<file path="config.mk">
export PLATFORM = sky130hd
export DESIGN_NAME = ace_controller
export DESIGN_NICKNAME = d
export VERILOG_FILES = /design/src/rtl/ace_controller.sv
export SDC_FILE = /design/constraint.sdc
export NUM_CORES = 1
export LEC_CHECK = 0
export CAP_MARGIN = 20
export CORE_AREA = 3 3 40 42
export CTS_BUF_LIST = sky130_fd_sc_hd__clkbuf_4 sky130_fd_sc_hd__clkbuf_8 sky130_fd_sc_hd__clkbuf_16
export DETAILED_ROUTE_END_ITERATION = 16
export DIE_AREA = 0 0 43 45
export DONT_BUFFER_PORTS = 1
export GPL_ROUTABILITY_DRIVEN = 1
export GPL_TIMING_DRIVEN = 0
export HOLD_SLACK_MARGIN = 0.05
export PLACE_DENSITY_LB_ADDON = 0.2
export SLEW_MARGIN = 40
export SYNTH_ARGS = -nofsm -noshare
export SYNTH_HDL_FRONTEND = slang
export SYNTH_SLANG_ARGS = --single-unit
</file>
<file path="constraint.sdc">
create_clock -name clk -period 2.2 [get_ports clk]
set_input_delay 0.11 -clock clk [delete_from_list [all_inputs] [get_ports clk]]
set_output_delay 0.11 -clock clk [all_outputs]
set_load 0.1 [all_outputs]
</file>
<file path="src/rtl/ace_controller.sv">
// ACE master-port control FSM: sequences AW/W/B, AR/R and AC/CR/CD handshakes and drives datapath command strobes.
// Optional ACE_RETRY_EN: reissue non-OKAY transactions up to MAX_RETRY times.
module ace_controller #(
  parameter int MAX_RETRY = 15
) (
  input  logic clk,
  input  logic rst_n,
  input  logic read_req,
  input  logic write_req,
  input  logic invalid_req,
  output logic ace_ready,
  input  logic B_okay,
  input  logic R_okay,
  input  logic invalid,
  input  logic snoop_miss,
  input  logic response,
  input  logic response_data,
  output logic make_unique_o,
  output logic read_shared_o,
  output logic write_clean_o,
  output logic read_resp_en,
  output logic ac_enable,
  input  logic AW_READY,
  output logic AW_VALID,
  input  logic W_READY,
  output logic W_VALID,
  input  logic B_VALID,
  output logic B_READY,
  input  logic AR_READY,
  output logic AR_VALID,
  input  logic R_VALID,
  output logic R_READY,
  input  logic AC_VALID,
  output logic AC_READY,
  input  logic CR_READY,
  output logic CR_VALID,
  input  logic CD_READY,
  output logic CD_VALID
);

  typedef enum logic [3:0] {
    S_IDLE     = 4'd0,
    S_W_ADDR   = 4'd1,
    S_W_DATA   = 4'd2,
    S_W_RESP   = 4'd3,
    S_R_ADDR   = 4'd4,
    S_R_RESP   = 4'd5,
    S_R_DONE   = 4'd6,
    S_SNP_LOOK = 4'd7,
    S_SNP_CR   = 4'd8,
    S_SNP_CRCD = 4'd9
  } state_e;

  state_e state_q, state_d;
  logic   unique_q, unique_d;
  logic   cr_done_q, cr_done_d;
  logic   cd_done_q, cd_done_d;
  logic   cr_hs_s, cd_hs_s;

`ifdef ACE_RETRY_EN
  localparam logic [3:0] MAX_RETRY_C = 4'(MAX_RETRY);
  logic [3:0] retry_q, retry_d;
  logic       retry_max_s;
  assign retry_max_s = (retry_q == MAX_RETRY_C);
`else
  logic unused_max_retry_s;
  assign unused_max_retry_s = (MAX_RETRY > 0);
`endif

  // A snoop channel counts as done once its READY has been seen, now or earlier.
  assign cr_hs_s = cr_done_q | CR_READY;
  assign cd_hs_s = cd_done_q | CD_READY;

  // State and bookkeeping registers.
  always_ff @(posedge clk or negedge rst_n) begin
    if (!rst_n) begin
      state_q   <= S_IDLE;
      unique_q  <= 1'b0;
      cr_done_q <= 1'b0;
      cd_done_q <= 1'b0;
`ifdef ACE_RETRY_EN
      retry_q   <= 4'd0;
`endif
    end else begin
      state_q   <= state_d;
      unique_q  <= unique_d;
      cr_done_q <= cr_done_d;
      cd_done_q <= cd_done_d;
`ifdef ACE_RETRY_EN
      retry_q   <= retry_d;
`endif
    end
  end

  // Next-state logic.
  always_comb begin
    state_d   = state_q;
    unique_d  = unique_q;
    cr_done_d = cr_done_q;
    cd_done_d = cd_done_q;
`ifdef ACE_RETRY_EN
    retry_d   = retry_q;
`endif
    case (state_q)
      S_IDLE: begin
        cr_done_d = 1'b0;
        cd_done_d = 1'b0;
`ifdef ACE_RETRY_EN
        retry_d   = 4'd0;
`endif
        if (write_req) begin
          state_d = S_W_ADDR;
        end else if (read_req) begin
          state_d  = S_R_ADDR;
          unique_d = 1'b0;
        end else if (invalid_req) begin
          state_d  = S_R_ADDR;
          unique_d = 1'b1;
        end else if (AC_VALID) begin
          state_d = S_SNP_LOOK;
        end else begin
          state_d = S_IDLE;
        end
      end
      S_W_ADDR: begin
        if (AW_READY) state_d = S_W_DATA;
        else          state_d = S_W_ADDR;
      end
      S_W_DATA: begin
        if (W_READY) state_d = S_W_RESP;
        else         state_d = S_W_DATA;
      end
      S_W_RESP: begin
        if (B_VALID) begin
`ifdef ACE_RETRY_EN
          if (B_okay || retry_max_s) begin
            state_d = S_IDLE;
          end else begin
            state_d = S_W_ADDR;
            retry_d = retry_q + 4'd1;
          end
`else
          state_d = S_IDLE;
`endif
        end else begin
          state_d = S_W_RESP;
        end
      end
      S_R_ADDR: begin
        if (AR_READY) state_d = S_R_RESP;
        else          state_d = S_R_ADDR;
      end
      S_R_RESP: begin
        if (R_VALID) begin
`ifdef ACE_RETRY_EN
          if (R_okay || retry_max_s) begin
            state_d = S_R_DONE;
          end else begin
            state_d = S_R_ADDR;
            retry_d = retry_q + 4'd1;
          end
`else
          // Without reissue a failed read is dropped and nothing is captured.
          if (R_okay) state_d = S_R_DONE;
          else        state_d = S_IDLE;
`endif
        end else begin
          state_d = S_R_RESP;
        end
      end
      S_R_DONE: state_d = S_IDLE;
      S_SNP_LOOK: begin
        if (response_data) begin
          state_d = S_SNP_CRCD;
        end else if (response || snoop_miss || invalid) begin
          state_d = S_SNP_CR;
        end else begin
          state_d = S_SNP_LOOK;
        end
      end
      S_SNP_CR: begin
        if (CR_READY) state_d = S_IDLE;
        else          state_d = S_SNP_CR;
      end
      S_SNP_CRCD: begin
        cr_done_d = cr_hs_s;
        cd_done_d = cd_hs_s;
        if (cr_hs_s && cd_hs_s) state_d = S_IDLE;
        else                    state_d = S_SNP_CRCD;
      end
      default: state_d = S_IDLE;
    endcase
  end

  // Moore output decode; AC_READY additionally yields to a pending master request.
  always_comb begin
    ace_ready     = 1'b0;
    AC_READY      = 1'b0;
    AW_VALID      = 1'b0;
    W_VALID       = 1'b0;
    B_READY       = 1'b0;
    AR_VALID      = 1'b0;
    R_READY       = 1'b0;
    CR_VALID      = 1'b0;
    CD_VALID      = 1'b0;
    ac_enable     = 1'b0;
    read_resp_en  = 1'b0;
    make_unique_o = 1'b0;
    read_shared_o = 1'b0;
    write_clean_o = 1'b0;
    case (state_q)
      S_IDLE: begin
        ace_ready = 1'b1;
        AC_READY  = ~(write_req | read_req | invalid_req);
      end
      S_W_ADDR: begin
        AW_VALID      = 1'b1;
        write_clean_o = 1'b1;
      end
      S_W_DATA: begin
        W_VALID       = 1'b1;
        write_clean_o = 1'b1;
      end
      S_W_RESP: B_READY = 1'b1;
      S_R_ADDR: begin
        AR_VALID      = 1'b1;
        make_unique_o = unique_q;
        read_shared_o = ~unique_q;
      end
      S_R_RESP: begin
        R_READY       = 1'b1;
        make_unique_o = unique_q;
        read_shared_o = ~unique_q;
      end
      S_R_DONE:   read_resp_en = 1'b1;
      S_SNP_LOOK: ac_enable    = 1'b1;
      S_SNP_CR:   CR_VALID     = 1'b1;
      S_SNP_CRCD: begin
        CR_VALID = ~cr_done_q;
        CD_VALID = ~cd_done_q;
      end
      default: begin
        ace_ready = 1'b0;
      end
    endcase
  end

endmodule

</file>
==> key figures <==
Global routing
  – Pin count of the biggest net entering global routing: 11
  – Initial antenna violation count: 0
  – GRT Total Usage: 0.216
  – Grt ovf: 0
  – Number of global-route vias before repair: 693
  – First-pass GRT wire length: 3.11 mm

Placed design
  – Post-DP HPWL: 1.37 mm
  – Placed Cells: 100
  – Final RePlAce weighted congestion: 0.734
  – I/O Buffers: 0

Final layout
  – Fill count: 85
  – Area Overhead vs Synth: 58.9%
  – # diodes: 0
  – Nets: 114
  – Fin cells: 109
  – Share of cells above drive strength 1: 0.404

Setup path
  – CP Max Fanout: 10
  – CP peak stage delay: 0.49 ns
  – Startpoint types: flip-flop
  – Crit path buf inv count: 1
  – CP Depth: 4
  – Crit-path slowest cell: or2_2
  – Critical-path cell list: buf_2, nand2b_1, nor3_4, or2_2
  – Worst reg2reg path depth: 6
  – Reg-to-Reg Start: state_q[0]
  – Reg2reg setup slack: 0.29 ns
  – CP Data Arrival Time: 1.90 ns
  – Crit Path Class: flip-flop to output port
  – Worst setup startpoint: state_q[1]
  – Crit path capture type: output port
  – Reg2reg end: unique_q
  – Crit path max-delay family: simple AND/OR/NAND/NOR gates
  – Setup crit end: write_clean_o
  – CP required: 2.09 ns

Clock tree
  – Latest clock arrival within the worst-skew pair: 0.26 ns
  – H-Tree Depth: 1
  – CTS tree: yes
  – Quantity of gates resized following cts: 0
  – CTS Sinks: 7
  – Root buf cell: clkbuf_4
  – Clk slew on worst S/H paths: 0.05 ns
  – Num CTS Buffers: 3
  – Post-CTS Setup Repair Bufs: 0
  – CTS Buffer Depth: 2

STA
  – Fmax achieved: 498 MHz
  – Worst Skew: 0.00466 ns
  – Hold Vio Cnt, Final: 0
  – Rel. slew slack: 0.589
  – # setup viols final: 0
  – Period minus WS final: 2.01 ns
  – Max-slew violation count: 0
  – Tcrit/Tclk final: 0.912
  – Worst-Margin Slew: 0.615 ns
  – Unrepaired setup endpoints after global routing: no

Synthesis
  – Cell count after synthesis: 75
  – Synth top area cells: dfrtp_1 28%, nor3_1 6.5%, nand2b_1 5.1%
  – Synth top area share: 0.285
  – YS warnings: 0
  – Post-synth top area cell: dfrtp_1
  – Synth unique cells: 29
  – Seq/Total Area, Yosys: 0.285
  – Synth Cell Area: 616 um2
  – Share of flip-flops with an asynchronous set or reset: 1.00
  – Post-synth net total: 94
  – Synth Register Bits: 7
  – Number of synthesized flops with an enable pin: 0
  – Ys flop type: dfrtp_1
  – Synthesized area per cell: 8.21 um2

Floorplan
  – Initial Util: 0.479
  – Die Y: 45 um
  – DIE AREA: 1940 um2
  – Die Wd: 43 um
  – I/O Pins: 33
  – Area of the core: 1280 um2
  – Row count: 13

Routing
  – Vias per cell: 6.29
  – DR pass1 iterations: 5
  – Final ANT Viol Nets: 0
  – # DRC: 0
  – DRT Wirelength: 1.86 mm
  – Routed WL per cell: 17.0 um
  – Total number of vias: 686
  – 1st-iter DRT viols: 16

Hold path
  – Min-delay src: CR_READY
  – HP Class: primary input to flip-flop

Status
  – Status: finished, final reports clean

Job
  – Max Cap Viol: 0
## worst min path at each step
stage	cells past startpoint	end	slack, ns
6_report	2	cr_done_q	0.12
3_3_place_gp	0	cd_done_q	-0.19
4_1_cts	2	cr_done_q	0.12
3_5_place_dp	0	cd_done_q	-0.19
2_1_floorplan	0	cd_done_q	-0.19
5_1_grt	2	cr_done_q	0.13
## logic make-up (layout without fill, tap and decap cells)
logic type,count (synthesis),in the layout,synth area share
simple gates,32,32,0.333
compound gates,26,26,0.287
buf+inv,9,28,0.0772
flops,7,7,0.285
mux,1,1,0.0183
## Yosys cell counts, drive strengths merged (2+ instances only)
cell,n
inv,2
dfrtp,7
a31o,2
nor4,2
a31oi,2
a21oi,6
buf,6
nand2b,5
a2bb2oi,2
or3,2
nand2,2
nor2,6
nor3,8
nor3b,5
o21ai,5
a22o,2
o31ai,2
## per-stage QoR
| stage | worst slack, ns | hold slack [ns] | util | area (um2) | TNS (ns) |
|---|---|---|---|---|---|
| after floorplan | -0.856 | -0.186 | - | 664 | -2.65 |
| after global placement | -0.977 | -0.185 | 0.532 | 683 | -3.27 |
| after detailed placement | 0.493 | -0.185 | 0.699 | 898 | 0 |
| after CTS | 0.207 | 0.119 | 0.761 | 978 | 0 |
| after global routing | 0.128 | 0.128 | 0.761 | 978 | 0 |
| final | 0.193 | 0.121 | 0.761 | 978 | 0 |
## worst reg2reg max path, cell delays in order, from the launching register on
cell and delay (ns):
dfrtp_1 0.36, buf_6 0.14, nor4_4 0.30, and2b_2 0.25, a21oi_1 0.08, a21oi_1 0.14, dlygate4sd3_1 0.56
## metal layers
| metal | GRT usage | share of wire | wire [um] | vias to the layer above |
|---|---|---|---|---|
| li1 | - | - | - | 321 |
| met4 | 0.0904 | 0.025 | 46 | 0 |
| met3 | 0.0558 | 0.071 | 131 | 6 |
| met5 | 0 | 0 | 0 | - |
| met1 | 0.275 | 0.42 | 786 | 328 |
| met2 | 0.350 | 0.48 | 891 | 31 |
## registers in the layout, summed over array words and instances, names as in the netlist
register	count
unique_q	1
cr_done_q	1
state_q	4
cd_done_q	1
## cell type report
class / count / area, um2 / share of cell area
clock buffer: 4 / 30.0 / 0.0307
tap: 15 / 18.8 / 0.0192
sequential: 7 / 175 / 0.179
buffer: 7 / 46.3 / 0.0473
inverter: 2 / 7.51 / 0.00767
timing repair buffer: 15 / 200 / 0.205
multi-input combinational: 59 / 500 / 0.512
## layout by cell type (no fill, tap or decap), drive strengths merged, types with 5 or more instances in the layout
master	instances
nand2b	5
o21ai	5
dfrtp	7
buf	16
a21oi	6
clkbuf	5
nor3	8
nor3b	5
dlygate4sd3	5
nor2	6
## repair_timing
item / in CTS / in global routing
hold endpoints to repair: 10 / 0
setup endpoints to repair: 0 / 0
hold buffers: 5 / 0
Power is not shown: default switching activity piles up to over one toggle a cycle in this logic, so the estimate is an artifact.
